===== src/rtl/button_event_pkg.sv =====
// Shared constants for the button event queue: event code bits, register map
// and the layout of one FIFO entry.
package button_event_pkg;

    localparam int EVT_DAYNIGHT = 0;
    localparam int EVT_MODE     = 1;
    localparam int EVT_TRIP     = 2;
    localparam int EVT_SETTING  = 3;
    localparam int EVT_W        = 4;

    localparam int STAMP_W      = 16;
    localparam int ENTRY_W      = 20;

    localparam logic [1:0] REG_STATUS = 2'd0;
    localparam logic [1:0] REG_HEAD   = 2'd1;
    localparam logic [1:0] REG_POP    = 2'd2;
    localparam logic [1:0] REG_CTRL   = 2'd3;

    localparam int ST_EMPTY     = 8;
    localparam int ST_FULL      = 9;
    localparam int ST_OVERFLOW  = 16;

    localparam int CTRL_IRQ_EN  = 0;
    localparam int CTRL_OVF_CLR = 1;
    localparam int CTRL_FLUSH   = 2;

    typedef struct packed {
        logic [STAMP_W-1:0] stamp;
        logic [EVT_W-1:0]   code;
    } entry_t;

endpackage


===== src/rtl/event_fifo.sv =====
// Synchronous DEPTH-entry FIFO of timestamped events with push, pop and flush.
// A pop on a full FIFO frees the slot for a push in the same cycle.
module event_fifo
    import button_event_pkg::*;
#(
    parameter int DEPTH = 4
) (
    input  logic                     HCLK,
    input  logic                     HRESET,
    input  logic                     push,
    input  logic                     pop,
    input  logic                     flush,
    input  entry_t                   wdata,
    output entry_t                   rdata,
    output logic [$clog2(DEPTH):0]   count,
    output logic                     empty,
    output logic                     full
);

    localparam int PTR_W = $clog2(DEPTH);

    entry_t             mem [DEPTH];
    logic [PTR_W-1:0]   wr_ptr;
    logic [PTR_W-1:0]   rd_ptr;
    logic [PTR_W:0]     cnt;
    logic               do_push;
    logic               do_pop;

    assign empty   = (cnt == '0);
    assign full    = (cnt == (PTR_W+1)'(DEPTH));
    assign do_pop  = pop && !empty && !flush;
    assign do_push = push && !flush && (!full || do_pop);

    always_ff @(posedge HCLK) begin
        if (HRESET || flush) begin
            wr_ptr <= '0;
            rd_ptr <= '0;
            cnt    <= '0;
        end else begin
            if (do_push) wr_ptr <= wr_ptr + 1'b1;
            if (do_pop)  rd_ptr <= rd_ptr + 1'b1;
            case ({do_push, do_pop})
                2'b10:   cnt <= cnt + 1'b1;
                2'b01:   cnt <= cnt - 1'b1;
                default: cnt <= cnt;
            endcase
        end
    end

    // Storage is not reset; an empty FIFO never exposes its contents.
    always_ff @(posedge HCLK) begin
        if (do_push) mem[wr_ptr] <= wdata;
    end

    assign rdata = mem[rd_ptr];
    assign count = cnt;

endmodule


===== src/rtl/button_event_queue.sv =====
// AHB-Lite slave that timestamps button event pulses into a FIFO drained by
// firmware, with a level interrupt while entries are pending.
module button_event_queue
    import button_event_pkg::*;
#(
    parameter int DEPTH    = 4,
    parameter int TICK_DIV = 33
) (
    input  logic        HCLK,
    input  logic        HRESET,
    input  logic [31:0] HADDR,
    input  logic [31:0] HWDATA,
    input  logic        HWRITE,
    input  logic        HREADY,
    input  logic        HSEL,
    input  logic [2:0]  HSIZE,
    input  logic [1:0]  HTRANS,
    input  logic        Evt_DayNight,
    input  logic        Evt_Mode,
    input  logic        Evt_Trip,
    input  logic        Evt_Setting,
    output logic [31:0] HRDATA,
    output logic        HREADYOUT,
    output logic        Irq
);

    localparam int CNT_W = $clog2(DEPTH) + 1;
    localparam int PRE_W = (TICK_DIV > 1) ? $clog2(TICK_DIV) : 1;
    localparam logic [PRE_W-1:0] PRE_LAST = PRE_W'(TICK_DIV - 1);

    logic [PRE_W-1:0]   presc;
    logic [STAMP_W-1:0] stamp;

    logic               ph_valid;
    logic               ph_write;
    logic [1:0]         ph_addr;

    logic               irq_en;
    logic               overflow;

    logic [EVT_W-1:0]   evt_code;
    logic               push_req;
    logic               wr_en;
    logic               rd_en;
    logic               ctrl_wr;
    logic               pop_req;
    logic               flush_req;
    logic               ovf_clr;
    logic               ovf_set;

    entry_t             push_entry;
    entry_t             head;
    logic [CNT_W-1:0]   fifo_count;
    logic               fifo_empty;
    logic               fifo_full;

    logic               unused_bits;
    assign unused_bits = ^{HSIZE, HADDR[31:4], HADDR[1:0], HWDATA[31:3]};

    always_ff @(posedge HCLK) begin
        if (HRESET) begin
            presc <= '0;
            stamp <= '0;
        end else if (presc == PRE_LAST) begin
            presc <= '0;
            stamp <= stamp + 1'b1;
        end else begin
            presc <= presc + 1'b1;
        end
    end

    always_ff @(posedge HCLK) begin
        if (HRESET) begin
            ph_valid <= 1'b0;
            ph_write <= 1'b0;
            ph_addr  <= '0;
        end else begin
            ph_valid <= HSEL && HREADY && (HTRANS != 2'b00);
            ph_write <= HWRITE;
            ph_addr  <= HADDR[3:2];
        end
    end

    assign wr_en     = ph_valid && ph_write;
    assign rd_en     = ph_valid && !ph_write;
    assign ctrl_wr   = wr_en && (ph_addr == REG_CTRL);
    assign pop_req   = wr_en && (ph_addr == REG_POP);
    assign flush_req = ctrl_wr && HWDATA[CTRL_FLUSH];
    assign ovf_clr   = ctrl_wr && HWDATA[CTRL_OVF_CLR];

    assign evt_code = {Evt_Setting, Evt_Trip, Evt_Mode, Evt_DayNight};
    assign push_req = |evt_code;
    assign push_entry.stamp = stamp;
    assign push_entry.code  = evt_code;

    // A full FIFO always has a head, so a pop in the same cycle makes room.
    assign ovf_set = push_req && fifo_full && !pop_req && !flush_req;

    always_ff @(posedge HCLK) begin
        if (HRESET) begin
            irq_en   <= 1'b0;
            overflow <= 1'b0;
        end else begin
            if (ctrl_wr) irq_en <= HWDATA[CTRL_IRQ_EN];
            if (ovf_set)      overflow <= 1'b1;
            else if (ovf_clr) overflow <= 1'b0;
        end
    end

    event_fifo #(.DEPTH(DEPTH)) u_fifo (
        .HCLK   (HCLK),
        .HRESET (HRESET),
        .push   (push_req),
        .pop    (pop_req),
        .flush  (flush_req),
        .wdata  (push_entry),
        .rdata  (head),
        .count  (fifo_count),
        .empty  (fifo_empty),
        .full   (fifo_full)
    );

    always_comb begin
        HRDATA = '0;
        if (rd_en) begin
            case (ph_addr)
                REG_STATUS: begin
                    HRDATA[CNT_W-1:0]   = fifo_count;
                    HRDATA[ST_EMPTY]    = fifo_empty;
                    HRDATA[ST_FULL]     = fifo_full;
                    HRDATA[ST_OVERFLOW] = overflow;
                end
                REG_HEAD: begin
                    if (!fifo_empty) begin
                        HRDATA[EVT_W-1:0] = head.code;
                        HRDATA[31:16]     = head.stamp;
                    end
                end
                REG_CTRL: HRDATA[CTRL_IRQ_EN] = irq_en;
                default:  HRDATA = '0;
            endcase
        end
    end

    assign HREADYOUT = 1'b1;
    assign Irq       = irq_en && !fifo_empty;

endmodule


===== config.mk =====
export PLATFORM = sky130hd
export DESIGN_NAME = button_event_queue
export DESIGN_NICKNAME = d
export VERILOG_FILES = /design/src/rtl/button_event_pkg.sv /design/src/rtl/event_fifo.sv /design/src/rtl/button_event_queue.sv
export SDC_FILE = /design/constraint.sdc
export NUM_CORES = 1
export LEC_CHECK = 0
export BUFFER_PORTS_ARGS = -buffer_cell sky130_fd_sc_hd__buf_4
export CAP_MARGIN = 20
export CORE_MARGIN = 2
export CORE_UTILIZATION = 38
export CTS_BUF_LIST = sky130_fd_sc_hd__clkbuf_8
export CTS_CLUSTER_SIZE = 40
export DETAILED_ROUTE_END_ITERATION = 10
export MAX_ROUTING_LAYER = met4
export PLACE_DENSITY_LB_ADDON = 0.12
export SYNTH_ARGS = -nofsm -noshare
export SYNTH_HDL_FRONTEND = slang
export SYNTH_SLANG_ARGS = --single-unit

===== constraint.sdc =====
create_clock -name HCLK -period 5.6 [get_ports HCLK]
set_input_delay 0.84 -clock HCLK [delete_from_list [all_inputs] [get_ports HCLK]]
set_output_delay 0.84 -clock HCLK [all_outputs]
set_load 0.01 [all_outputs]

==> impl_results.md, run 1 <==
* Run status: completed
* Worst EP required at 4.76 ns
* Clock-pin slew on the worst setup and hold paths at 0.06 ns
* Top post-synthesis cells by area: sky130_fd_sc_hd__edfxtp_1 49%, sky130_fd_sc_hd__dfxtp_1 15%, sky130_fd_sc_hd__mux4_2 9.1%
* Final design area excluding fillers at 5790 sq um
* Number of top-level pins at 112
* VDD IR max at 0.174 mV
* Vias per Instance at 4.76
* 1st-iter DRT viols at 175
* Initial core utilization at 38.9%
* Final setup fails at 0
* Worst hold-check path type: flop to flop
* Final Hold Violating Endpoints at 0
* CTS tree: yes
* Clock Sink Count at 117
* Largest family of logic cells by synthesized area: simple AND/OR/NAND/NOR gates
* Worst-skew pair later-pin latency at 0.42 ns
* Vias in the first global route at 2794
* Post-synthesis to final-layout area growth at 17.4%
* Number of buffers created by CTS at 17
* Horizontal die dimension at 118 microns
* Largest net degree at the start of global routing at 35
* Area share of xor/xnor cells in the synthesized design at 3.19%
* Fmax at 308 MHz
* First-pass GRT wire length at 15.0 mm
* Proportion of synthesized area in mux cells at 9.99%
* Pins Over Slew Limit at 0
* Largest clock skew in the final design at 0.00811 ns
* Number of maximum-capacitance violations at 0
* Cell chain of the critical path: nor3_1 -> or4b_1 -> nor2b_1 -> buf_4
* Final weighted congestion in routability-driven placement at 0.758
* Final Critical Period at 3.25 ns
* Hold Slack at 0.461 ns
* Die height at 118 microns
* Count of buffering cells on the critical path with inverters included at 1
* Power consumption at 0.00199 W
* Number of antenna violations at the first check in global routing at 0
* Number of search-and-repair iterations in the first detailed-routing pass at 6
* Count of synthesis-stage warnings from yosys at 0
* Power per unit of standard cell area at 344 nW/um^2
* Tcrit/Tclk final at 58.0%
* Number of buffers inserted by hold repair at cts at 0
* Leftover overflow at the end of global routing at 0
* Async set or reset register ratio after synthesis at 0%
* Gate Count Post-Synth at 338
* Total Routed Length at 9.27 mm
* Critical-path top delay cell: sky130_fd_sc_hd__or4b_1
* Post_cts resized at 0
* Number of enable-type register cells in the synthesized netlist at 80
* Clock Tree Buf Depth at 2
* Buffers on Ports at 38
* Sum Neg Setup Slack at 0 ns
* Num rows at 41
* Area fraction of the dominant cell type after synthesis at 48.7%
* Leading cell type in the layout, fill and taps excluded: sky130_fd_sc_hd__edfxtp_1
* Maximum cell stage delay along the critical path at 0.94 ns
* Dominant cell type by area after synthesis: sky130_fd_sc_hd__edfxtp_1
* Filler cells at 1168
* Transition time at the pin with the least slew margin at 0.905 ns
* Highest net fanout along the worst path at 19
* Routed Antenna Nets at 0
* Post-CTS setup buffer count at 0
* Data arrival, critical path at 2.41 ns
* Placement Cell Area at 5360 sq um
* Library cells used by synthesis at 45
* Crit path launch: u_fifo.count[2]$_SDFFE_PP0P_
* Worst reg2reg startpoint: u_fifo.count[2]$_SDFFE_PP0P_
* Kind of start point of the critical path: flop
* Tot GR Track Use at 14.7%
* Mapped cell area at 4930 sq um
* Critical setup path kind: flop to output port
* Leakage power total at 2.08 nW
* Post-DP HPWL at 5.66 mm
* Syn_area_per_cell at 14.6 sq um
* Worst setup EP type: output port
* Layout cell share with drive strength beyond 1 at 25.8%
* Kind of cell with the highest combined delay on the critical path: simple AND/OR/NAND/NOR gates
* Area share of and/or/nand/nor cells after synthesis at 13.6%
* Synthesized-area fraction occupied by adder cells at 2.43%
* Total of flip-flops plus latches after synthesis at 117
* DRC errors left at 0
* Synth Area in Compound Gates at 3.25%
* Clock Root Buffer: sky130_fd_sc_hd__clkbuf_8
* Proportion of synthesized chip area in sequential cells at 63.7%
* Avg WL per Cell at 16.2 microns
* Net count of the finished layout at 474
* Max transition margin at 39.6%
* Count of vias placed by the detailed router at 2716
* Total die area at 13900 sq um
* Unrepaired setup endpoints after global routing: false
* Source of the worst hold timing path: overflow$_SDFFE_PP0P_
* Commonest non-fill, non-tap cells in the layout: 80 x sky130_fd_sc_hd__edfxtp_1, 43 x sky130_fd_sc_hd__buf_4, 37 x sky130_fd_sc_hd__dfxtp_1
* Most used flip-flop cell after synthesis: sky130_fd_sc_hd__edfxtp_1
* Core region area at 12700 sq um
* N_diodes at 0
* H-tree level count at 4
-- flip-flops by register name (all words and copies together) (netlist names), named ones only --
name	cells
ph_addr	2
irq_en	1
u_fifo.wr_ptr	2
u_fifo.rd_ptr	2
presc	6
stamp	16
ph_write	1
u_fifo.count	3
u_fifo.mem	80
overflow	1
ph_valid	1
-- report_power, final --
group | internal [W] | switching, W | total [W]
Sequential | 0.00101 | 0.0000267 | 0.00104
Combinational | 0.0000712 | 0.0000934 | 0.000165
Clock | 0.000471 | 0.000317 | 0.000788
-- path summary, 6_finish.rpt --
| path | endpoint | slack (ns) | depth (start not counted) |
|---|---|---|---|
| min reg2reg | overflow$_SDFFE_PP0P_ | 0.46 | 2 |
| min | overflow$_SDFFE_PP0P_ | 0.46 | 2 |
| max | HRDATA[23] | 2.35 | 4 |
| max reg2reg | u_fifo.count[2]$_SDFFE_PP0P_ | 3.21 | 9 |
-- Yosys cell counts, drive strengths merged, types with 2 or more instances --
library cell	count
nor3	8
a31o	3
nand3	6
nand2b	4
mux2i	2
xor2	4
and3	2
nand4	5
nor4	6
ha	8
nor3b	4
mux4	20
buf	19
and2	6
xnor2	14
mux2	2
nor2	28
nor4b	2
nor2b	21
clkbuf	4
o21ai	6
edfxtp	80
nand2	10
nand4b	3
dfxtp	37
a21oi	9
inv	11
or3	4
conb	2
-- through the flow --
step | instances | setup WS, ns | util (%)
floorplan | 347 | 2.88 | -
global placement | 539 | 2.44 | 42.3
detailed placement | 539 | 2.41 | 42.3
CTS | 570 | 2.28 | 45.5
global route | 571 | 2.17 | 45.7
finish | 571 | 2.35 | 45.7
-- cell families (layout without fill, tap and decap cells) --
| group | Yosys count | in the layout |
|---|---|---|
| buffers and inverters | 34 | 86 |
| and+or+nand+nor | 112 | 112 |
| AOI/OAI and AO/OA | 22 | 22 |
| other | 2 | 11 |
| adders and majority gates | 9 | 9 |
| xor gates and xnor gates | 18 | 18 |
| DFF | 117 | 117 |
| muxes | 24 | 24 |
-- layer usage --
metal  GRT usage [%]  part of all wire [%]  vias up  routed length [microns]
met3            5.09                   4.9        6                      454
li1                -                     -     1325                        -
met4            4.97                  0.98        0                       91
met2            23.0                    49       58                     4520
met5               -                     0        -                        0
met1            17.9                    45     1327                     4210
-- layout make-up --
| type | instances | area [sq um] | area share [%] |
|---|---|---|---|
| Inverter | 11 | 41.3 | 0.713 |
| Clock inverter | 14 | 168 | 2.89 |
| Timing Repair Buffer | 44 | 350 | 6.05 |
| Sequential cell | 117 | 3140 | 54.3 |
| Tap cell | 172 | 215 | 3.71 |
| Multi-Input combinational cell | 196 | 1640 | 28.3 |
| Clock buffer | 17 | 234 | 4.04 |
-- tightest hold or removal path, cell delays in order (launching register included) --
cell                      delay, ns
sky130_fd_sc_hd__dfxtp_1       0.31
sky130_fd_sc_hd__nand2_1       0.05
sky130_fd_sc_hd__a21oi_1       0.05
Note: power is estimated with default switching activity, not from simulation.
==> inputs of run 2 (changes only) <==
--- a/config.mk
+++ b/config.mk
@@ -5,6 +5,7 @@
 export SDC_FILE = /design/constraint.sdc
 export NUM_CORES = 1
 export LEC_CHECK = 0
+export ABC_AREA = 1
 export BUFFER_PORTS_ARGS = -buffer_cell sky130_fd_sc_hd__buf_4
 export CAP_MARGIN = 20
 export CORE_MARGIN = 2
==> constraint.sdc (replaced) <==
create_clock -name HCLK -period 3.02 [get_ports HCLK]
set_input_delay 0.453 -clock HCLK [delete_from_list [all_inputs] [get_ports HCLK]]
set_output_delay 0.453 -clock HCLK [all_outputs]
set_load 0.01 [all_outputs]
==> impl_results.md, run 2 <==
* Final Worst Setup Slack at 0.530 ns (-1.82 ns)
* Worst setup EP type: output port
* Final Critical Period at 2.49 ns
* Async set or reset register ratio after synthesis at 0% (unchanged)
* Leakage power total at 2.25 nW (+7.9%)
* Core region area at 13100 sq um (+3.7%)
* Flip-flop and latch area at 3140 sq um (unchanged)
* Run status: completed
* Library cells used by synthesis at 35 (-22%)
* First-pass GRT wire length at 17.5 mm (+17%)
* Power per unit of standard cell area at 574 nW/um^2 (+67%)
* Pins Over Slew Limit at 0 (unchanged)
* Total of flip-flops plus latches after synthesis at 117 (unchanged)
* Worst hold-check path type: input pin to flop
* Horizontal die dimension at 120 microns (+1.4%)
* Top flop regs: u_fifo.mem (80), stamp (16), presc (6)
* Clock Root Buffer: sky130_fd_sc_hd__clkbuf_8
* Routed Antenna Nets at 0 (unchanged)
* 1st-iter DRT viols at 288 (+65%)
* Data arrival, critical path at 2.04 ns (-0.37 ns)
* Avg WL per Cell at 14.4 microns (-11%)
* H-tree level count at 4 (unchanged)
* Largest net degree at the start of global routing at 27 (-23%)
* Net count of the finished layout at 646 (+36%)
* Tot GR Track Use at 16.8% (+2.1 points)
* Vias in the first global route at 3429 (+23%)
* Number of top-level pins at 112 (unchanged)
* Fmax at 402 MHz
* CTS tree: yes
* Power consumption at 0.00337 W (+69%)
* Clock-pin slew on the worst setup and hold paths at 0.06 ns (about the same)
* Post-synthesis to final-layout area growth at 15.6%
* Top register by number of flip-flops: u_fifo.mem
* Mapped cell area at 5080 sq um (+2.9%)
* Number of search-and-repair iterations in the first detailed-routing pass at 5 (-1)
* Leftover overflow at the end of global routing at 0 (unchanged)
* Final Hold Violating Endpoints at 0 (unchanged)
* Critical setup path kind: flop to output port
* Top-count cell post-synth: sky130_fd_sc_hd__nor2_1
* Buffers on Ports at 38 (unchanged)
* Num rows at 42 (+2.4%)
* Count of synthesis-stage warnings from yosys at 0 (unchanged)
* Highest net fanout along the worst path at 19 (unchanged)
* Post-DP HPWL at 6.76 mm (+19%)
* Cells after DPL at 716 (+33%)
* Most used flip-flop cell after synthesis: sky130_fd_sc_hd__edfxtp_1
* Number of enable-type register cells in the synthesized netlist at 80 (unchanged)
* Sum Neg Setup Slack at 0 ns (unchanged)
* N_diodes at 0 (unchanged)
* Transition time at the pin with the least slew margin at 0.544 ns (-0.361 ns)
* Leading cell type in the layout, fill and taps excluded: sky130_fd_sc_hd__nor2_1
* Total die area at 14300 sq um (+2.8%)
* Non-filler cells, final at 748 (+31%)
* Worst slack at placement at 0.668 ns (-1.74 ns)
* Area of the multi-input gates at 1630 sq um (-0.53%)
* Worst-skew pair later-pin latency at 0.43 ns (about the same)
* Final setup fails at 0 (unchanged)
* Syn_area_per_cell at 9.96 sq um (-32%)
* VDD IR max at 0.230 mV (+32%)
* Total Routed Length at 10.8 mm (+16%)
* Number of buffers inserted by hold repair at cts at 0 (unchanged)
* Proportion of synthesized chip area in sequential cells at 61.9% (-1.8 points)
* Area fraction of the dominant cell type after synthesis at 47.3% (-1.4 points)
* Top post-synthesis cells by area: sky130_fd_sc_hd__edfxtp_1 47%, sky130_fd_sc_hd__dfxtp_1 15%, sky130_fd_sc_hd__nor2_1 9.0%
* Largest clock skew in the final design at 0.0101 ns (+0.00200 ns)
* Layout cell share with drive strength beyond 1 at 17.0% (-8.9 points)
* Vias per Instance at 4.68 (-1.6%)
* Flip-flop count of the largest register after layout at 80 (unchanged)
* Number of buffers created by CTS at 17 (unchanged)
* Number of maximum-capacitance violations at 0 (unchanged)
* DRC errors left at 0 (unchanged)
* Tcrit/Tclk final at 82.4%
* Number of antenna violations at the first check in global routing at 0 (unchanged)
* Initial core utilization at 38.7% (-0.29 points)
* Max transition margin at 63.6% (+24 points)
* Dominant cell type by area after synthesis: sky130_fd_sc_hd__edfxtp_1
* Worst EP required at 2.57 ns (-2.19 ns)
* Clock Sink Count at 117 (unchanged)
* Commonest non-fill, non-tap cells in the layout: 118 x sky130_fd_sc_hd__nor2_1, 80 x sky130_fd_sc_hd__edfxtp_1, 52 x sky130_fd_sc_hd__o21ai_0
* Ranking of synthesized cells by instance count: 122 x sky130_fd_sc_hd__nor2_1, 80 x sky130_fd_sc_hd__edfxtp_1, 52 x sky130_fd_sc_hd__o21ai_0
* Count of vias placed by the detailed router at 3501 (+29%)
* Post-CTS setup buffer count at 0 (unchanged)
* Clock Tree Buf Depth at 2 (unchanged)
* Kind of start point of the critical path: flop
* Post_cts resized at 0 (unchanged)
* Unrepaired setup endpoints after global routing: false
* Filler cells at 1298 (+11%)
* Die height at 120 microns (+1.4%)
* Final weighted congestion in routability-driven placement at 0.823 (+8.5%)
* Gate Count Post-Synth at 510 (+51%)
run 2: changes by cell type after synthesis, sizes merged, moves of 4 or more:
cell / change
clkbuf: +4
nor2b: -21
nand3: +7
a21oi: +27
and2: -6
inv: +39
nand2: +37
or3: -4
mux4: -20
xnor2: -13
nor4: -5
nor2: +102
o21ai: +48
nand2b: -4
run 2: area by class of cell:
cell class                      count  area share, %
Timing Repair Buffer               48           6.14
Tap cell                          176           3.75
Clock inverter                     12          0.853
Clock buffer                       20           4.69
Inverter                           50           3.20
Sequential cell                   117           53.5
Multi-Input combinational cell    325           27.8
run 2: where the power goes:
part           total [W]  switching [W]  leakage, nW  internal, W
sequential       0.00191      0.0000446         1.06      0.00186
clock            0.00117       0.000568        0.191     0.000601
combinational   0.000292       0.000198        0.997    0.0000941
run 2: critical path, stage by stage (launching register included):
cell and delay (ns):
sky130_fd_sc_hd__dfxtp_1 0.46, sky130_fd_sc_hd__nor3_4 0.10, sky130_fd_sc_hd__nor3_2 0.16, sky130_fd_sc_hd__nand2_2 0.36
sky130_fd_sc_hd__a21oi_1 0.35, sky130_fd_sc_hd__buf_4 0.17
run 2: path summary, 6_finish.rpt:
| check | cells past startpoint | startpoint | slack, ns | endpoint |
|---|---|---|---|---|
| worst max register to register | 12 | u_fifo.count[2]$_SDFFE_PP0P_ | 0.68 | u_fifo.count[2]$_SDFFE_PP0P_ |
| worst min-delay path | 3 | HWRITE | 0.23 | ph_write$_SDFF_PP0_ |
| worst max-delay path | 5 | u_fifo.count[0]$_SDFFE_PP0P_ | 0.53 | HRDATA[17] |
| worst min register to register | 2 | u_fifo.rd_ptr[1]$_SDFFE_PP0P_ | 0.46 | u_fifo.rd_ptr[1]$_SDFFE_PP0P_ |
run 2: per-layer routing:
layer	wire, microns	GRT usage [%]
met1	5200	21.5
met2	5150	25.4
met3	350	4.90
met4	77	6.62
met5	0	-
run 2: cell families (layout without fill, tap and decap cells):
| group | Yosys count | in the layout | share of synthesized area, % |
|---|---|---|---|
| adder cells (fa/ha/maj) | 9 | 9 | 2.37 |
| buffers and inverters | 77 | 130 | 6.82 |
| XOR/XNOR | 3 | 3 | 0.517 |
| AO/OA/AOI/OAI | 99 | 99 | 10.3 |
| other | 2 | 11 | 0.148 |
| flip-flops | 117 | 117 | 61.9 |
| AND/OR/NAND/NOR | 203 | 203 | 17.9 |
run 2: through the flow:
step	instance area (sq um)	util, %	hold slack (ns)
5_1_grt	5870	44.7	0.192
3_5_place_dp	5540	42.2	0.454
3_3_place_gp	5540	42.2	0.447
4_1_cts	5870	44.7	0.188
6_report	5870	44.7	0.225
2_1_floorplan	5110	-	0.430
==> inputs of run 3 (changes only) <==
==> constraint.sdc (replaced) <==
create_clock -name HCLK -period 2.3 [get_ports HCLK]
set_input_delay 0.345 -clock HCLK [delete_from_list [all_inputs] [get_ports HCLK]]
set_output_delay 0.345 -clock HCLK [all_outputs]
set_load 0.01 [all_outputs]
==> impl_results.md, run 3 (synthesized netlist as in run 2, its figures left out) <==
* CTS tree: yes
* Largest net degree at the start of global routing at 41 (+52%)
* Largest clock skew in the final design at 0.00809 ns (-0.00203 ns)
* Kind of start point of the critical path: flop
* Clock-pin slew on the worst setup and hold paths at 0.07 ns (about the same)
* Layout cell share with drive strength beyond 1 at 20.3% (+3.4 points)
* H-tree level count at 4 (unchanged)
* Unrepaired setup endpoints after global routing: true
* Leading cell type in the layout, fill and taps excluded: sky130_fd_sc_hd__nor2_1
* Final Critical Period at 2.15 ns
* Final setup fails at 0 (unchanged)
* Highest net fanout along the worst path at 19 (unchanged)
* Worst EP required at 1.96 ns (-0.61 ns)
* Horizontal die dimension at 120 microns (unchanged)
* Number of antenna violations at the first check in global routing at 0 (unchanged)
* Run status: completed
* Top register by number of flip-flops: u_fifo.mem
* Critical setup path kind: flop to output port
* Placement Cell Area at 5610 sq um (+1.1%)
* First-pass GRT wire length at 17.7 mm (+1.3%)
* Post-DP HPWL at 6.74 mm (-0.25%)
* Core region area at 13100 sq um (unchanged)
* Filler cells at 1247 (-3.9%)
* DRC errors left at 0 (unchanged)
* Routed Antenna Nets at 0 (unchanged)
* Worst hold-check path type: input pin to flop
* Die height at 120 microns (unchanged)
* Vias per Instance at 4.72 (+0.81%)
* Clock Root Buffer: sky130_fd_sc_hd__clkbuf_8
* Count of vias placed by the detailed router at 3572 (+2.0%)
* Vias in the first global route at 3445 (+0.47%)
* Buffers on Ports at 38 (unchanged)
* Num rows at 42 (unchanged)
* Tcrit/Tclk final at 93.6%
* Number of top-level pins at 112 (unchanged)
* Total die area at 14300 sq um (unchanged)
* Number of search-and-repair iterations in the first detailed-routing pass at 4 (-1)
* Final Worst Setup Slack at 0.147 ns (-0.383 ns)
* Data arrival, critical path at 1.81 ns (-0.23 ns)
* Number of buffers created by CTS at 17 (unchanged)
* Top flop regs: u_fifo.mem (80), stamp (16), presc (6)
* Initial core utilization at 38.7% (unchanged)
* Commonest non-fill, non-tap cells in the layout: 118 x sky130_fd_sc_hd__nor2_1, 80 x sky130_fd_sc_hd__edfxtp_1, 50 x sky130_fd_sc_hd__o21ai_0
* Post-synthesis to final-layout area growth at 21.6%
* Depth of the worst register-to-register path at 12 (unchanged)
* 1st-iter DRT viols at 279 (-3.1%)
* Fmax at 464 MHz
* Worst hold path depth at 3 (unchanged)
* Avg WL per Cell at 14.5 microns (+0.51%)
* Worst setup EP type: output port
* Worst slack at placement at 0.0510 ns (-0.617 ns)
* Power per unit of standard cell area at 802 nW/um^2 (+40%)
* Flip-flop count of the largest register after layout at 80 (unchanged)
* Final design area excluding fillers at 6170 sq um (+5.2%)
* Clock Sink Count at 117 (unchanged)
* Number of maximum-capacitance violations at 0 (unchanged)
* Tot GR Track Use at 16.9% (+0.037 points)
* Clock Tree Buf Depth at 2 (unchanged)
* Net count of the finished layout at 655 (+1.4%)
* Final Hold Violating Endpoints at 0 (unchanged)
* Pins Over Slew Limit at 0 (unchanged)
* Final weighted congestion in routability-driven placement at 0.786 (-4.5%)
* Number of buffers inserted by hold repair at cts at 0 (unchanged)
* Total Routed Length at 11.0 mm (+1.7%)
* VDD IR max at 0.562 mV (+140%)
* N_diodes at 0 (unchanged)
* Leakage power total at 2.38 nW (+5.7%)
* Worst-skew pair later-pin latency at 0.44 ns (about the same)
* Leftover overflow at the end of global routing at 0 (unchanged)
-- run 3: cell types whose count changed in the layout (fill, tap and decap cells not counted), moves of 2 or more --
cell,before,now
sky130_fd_sc_hd__o21ai_0,52,50
sky130_fd_sc_hd__bufinv_16,0,4
sky130_fd_sc_hd__inv_1,51,48
sky130_fd_sc_hd__clkinvlp_4,0,4
sky130_fd_sc_hd__buf_12,0,7
sky130_fd_sc_hd__o21ai_1,1,3
sky130_fd_sc_hd__clkinv_1,3,0
sky130_fd_sc_hd__dfxtp_2,0,5
sky130_fd_sc_hd__dfxtp_1,37,32
-- run 3: where the power goes --
part,total (W),switching [W],internal (W)
clock,0.00201,0.000799,0.00122
combinational,0.000433,0.000273,0.000160
sequential,0.00251,0.0000594,0.00245
total,0.00495,0.00113,0.00382
-- run 3: area by class of cell --
| type | count | area (sq um) | share of cell area [%] |
|---|---|---|---|
| Sequential cell | 117 | 3150 | 51.0 |
| Inverter | 50 | 195 | 3.16 |
| Clock buffer | 19 | 262 | 4.24 |
| Timing Repair Buffer | 57 | 537 | 8.69 |
| Tap cell | 176 | 220 | 3.57 |
| Clock inverter | 13 | 165 | 2.67 |
| Multi-Input combinational cell | 325 | 1650 | 26.7 |
-- run 3: timing repair --
action                     CTS  global route
pin swaps                    0             2
setup buffers                0             8
setup endpoints to repair   11            22
cloned                       0             1
resized for setup            3            14
-- run 3: per-layer routing --
metal | global-route usage (%) | vias to the layer above | wire length, microns
met1 | 21.8 | 1687 | 5270
li1 | - | 1805 | -
met5 | - | - | 0
met4 | 7.06 | 0 | 176
met2 | 25.4 | 64 | 5160
met3 | 4.28 | 16 | 357
-- run 3: critical path: stages, from the launching register on --
cell and delay [ns]:
sky130_fd_sc_hd__dfxtp_1 0.44, sky130_fd_sc_hd__nor3_4 0.08, sky130_fd_sc_hd__nor3_2 0.23, sky130_fd_sc_hd__nand2_4 0.08, sky130_fd_sc_hd__buf_12 0.17, sky130_fd_sc_hd__a21oi_1 0.20, sky130_fd_sc_hd__buf_4 0.16
-- run 3: final timing paths --
path | start | endpoint | slack (ns)
hold reg to reg | u_fifo.rd_ptr[1]$_SDFFE_PP0P_ | u_fifo.rd_ptr[1]$_SDFFE_PP0P_ | 0.46
setup reg to reg | u_fifo.count[1]$_SDFFE_PP0P_ | u_fifo.count[2]$_SDFFE_PP0P_ | 0.18
setup / recovery | u_fifo.count[2]$_SDFFE_PP0P_ | HRDATA[17] | 0.15
hold / removal | HADDR[2] | ph_addr[0]$_SDFF_PP0_ | 0.11
-- run 3: metrics by stage --
step | TNS [ns] | utilization [%] | hold slack [ns] | std cells | total power [W]
after floorplan | 0 | - | 0.430 | 519 | 0.00281
after global placement | 0 | 42.7 | 0.446 | 716 | 0.00297
after detailed placement | 0 | 42.7 | 0.454 | 716 | 0.00299
after CTS | 0 | 46.0 | 0.0844 | 748 | 0.00500
after global routing | -0.00394 | 47.0 | 0.0855 | 757 | 0.00519
final | 0 | 47.0 | 0.109 | 757 | 0.00495
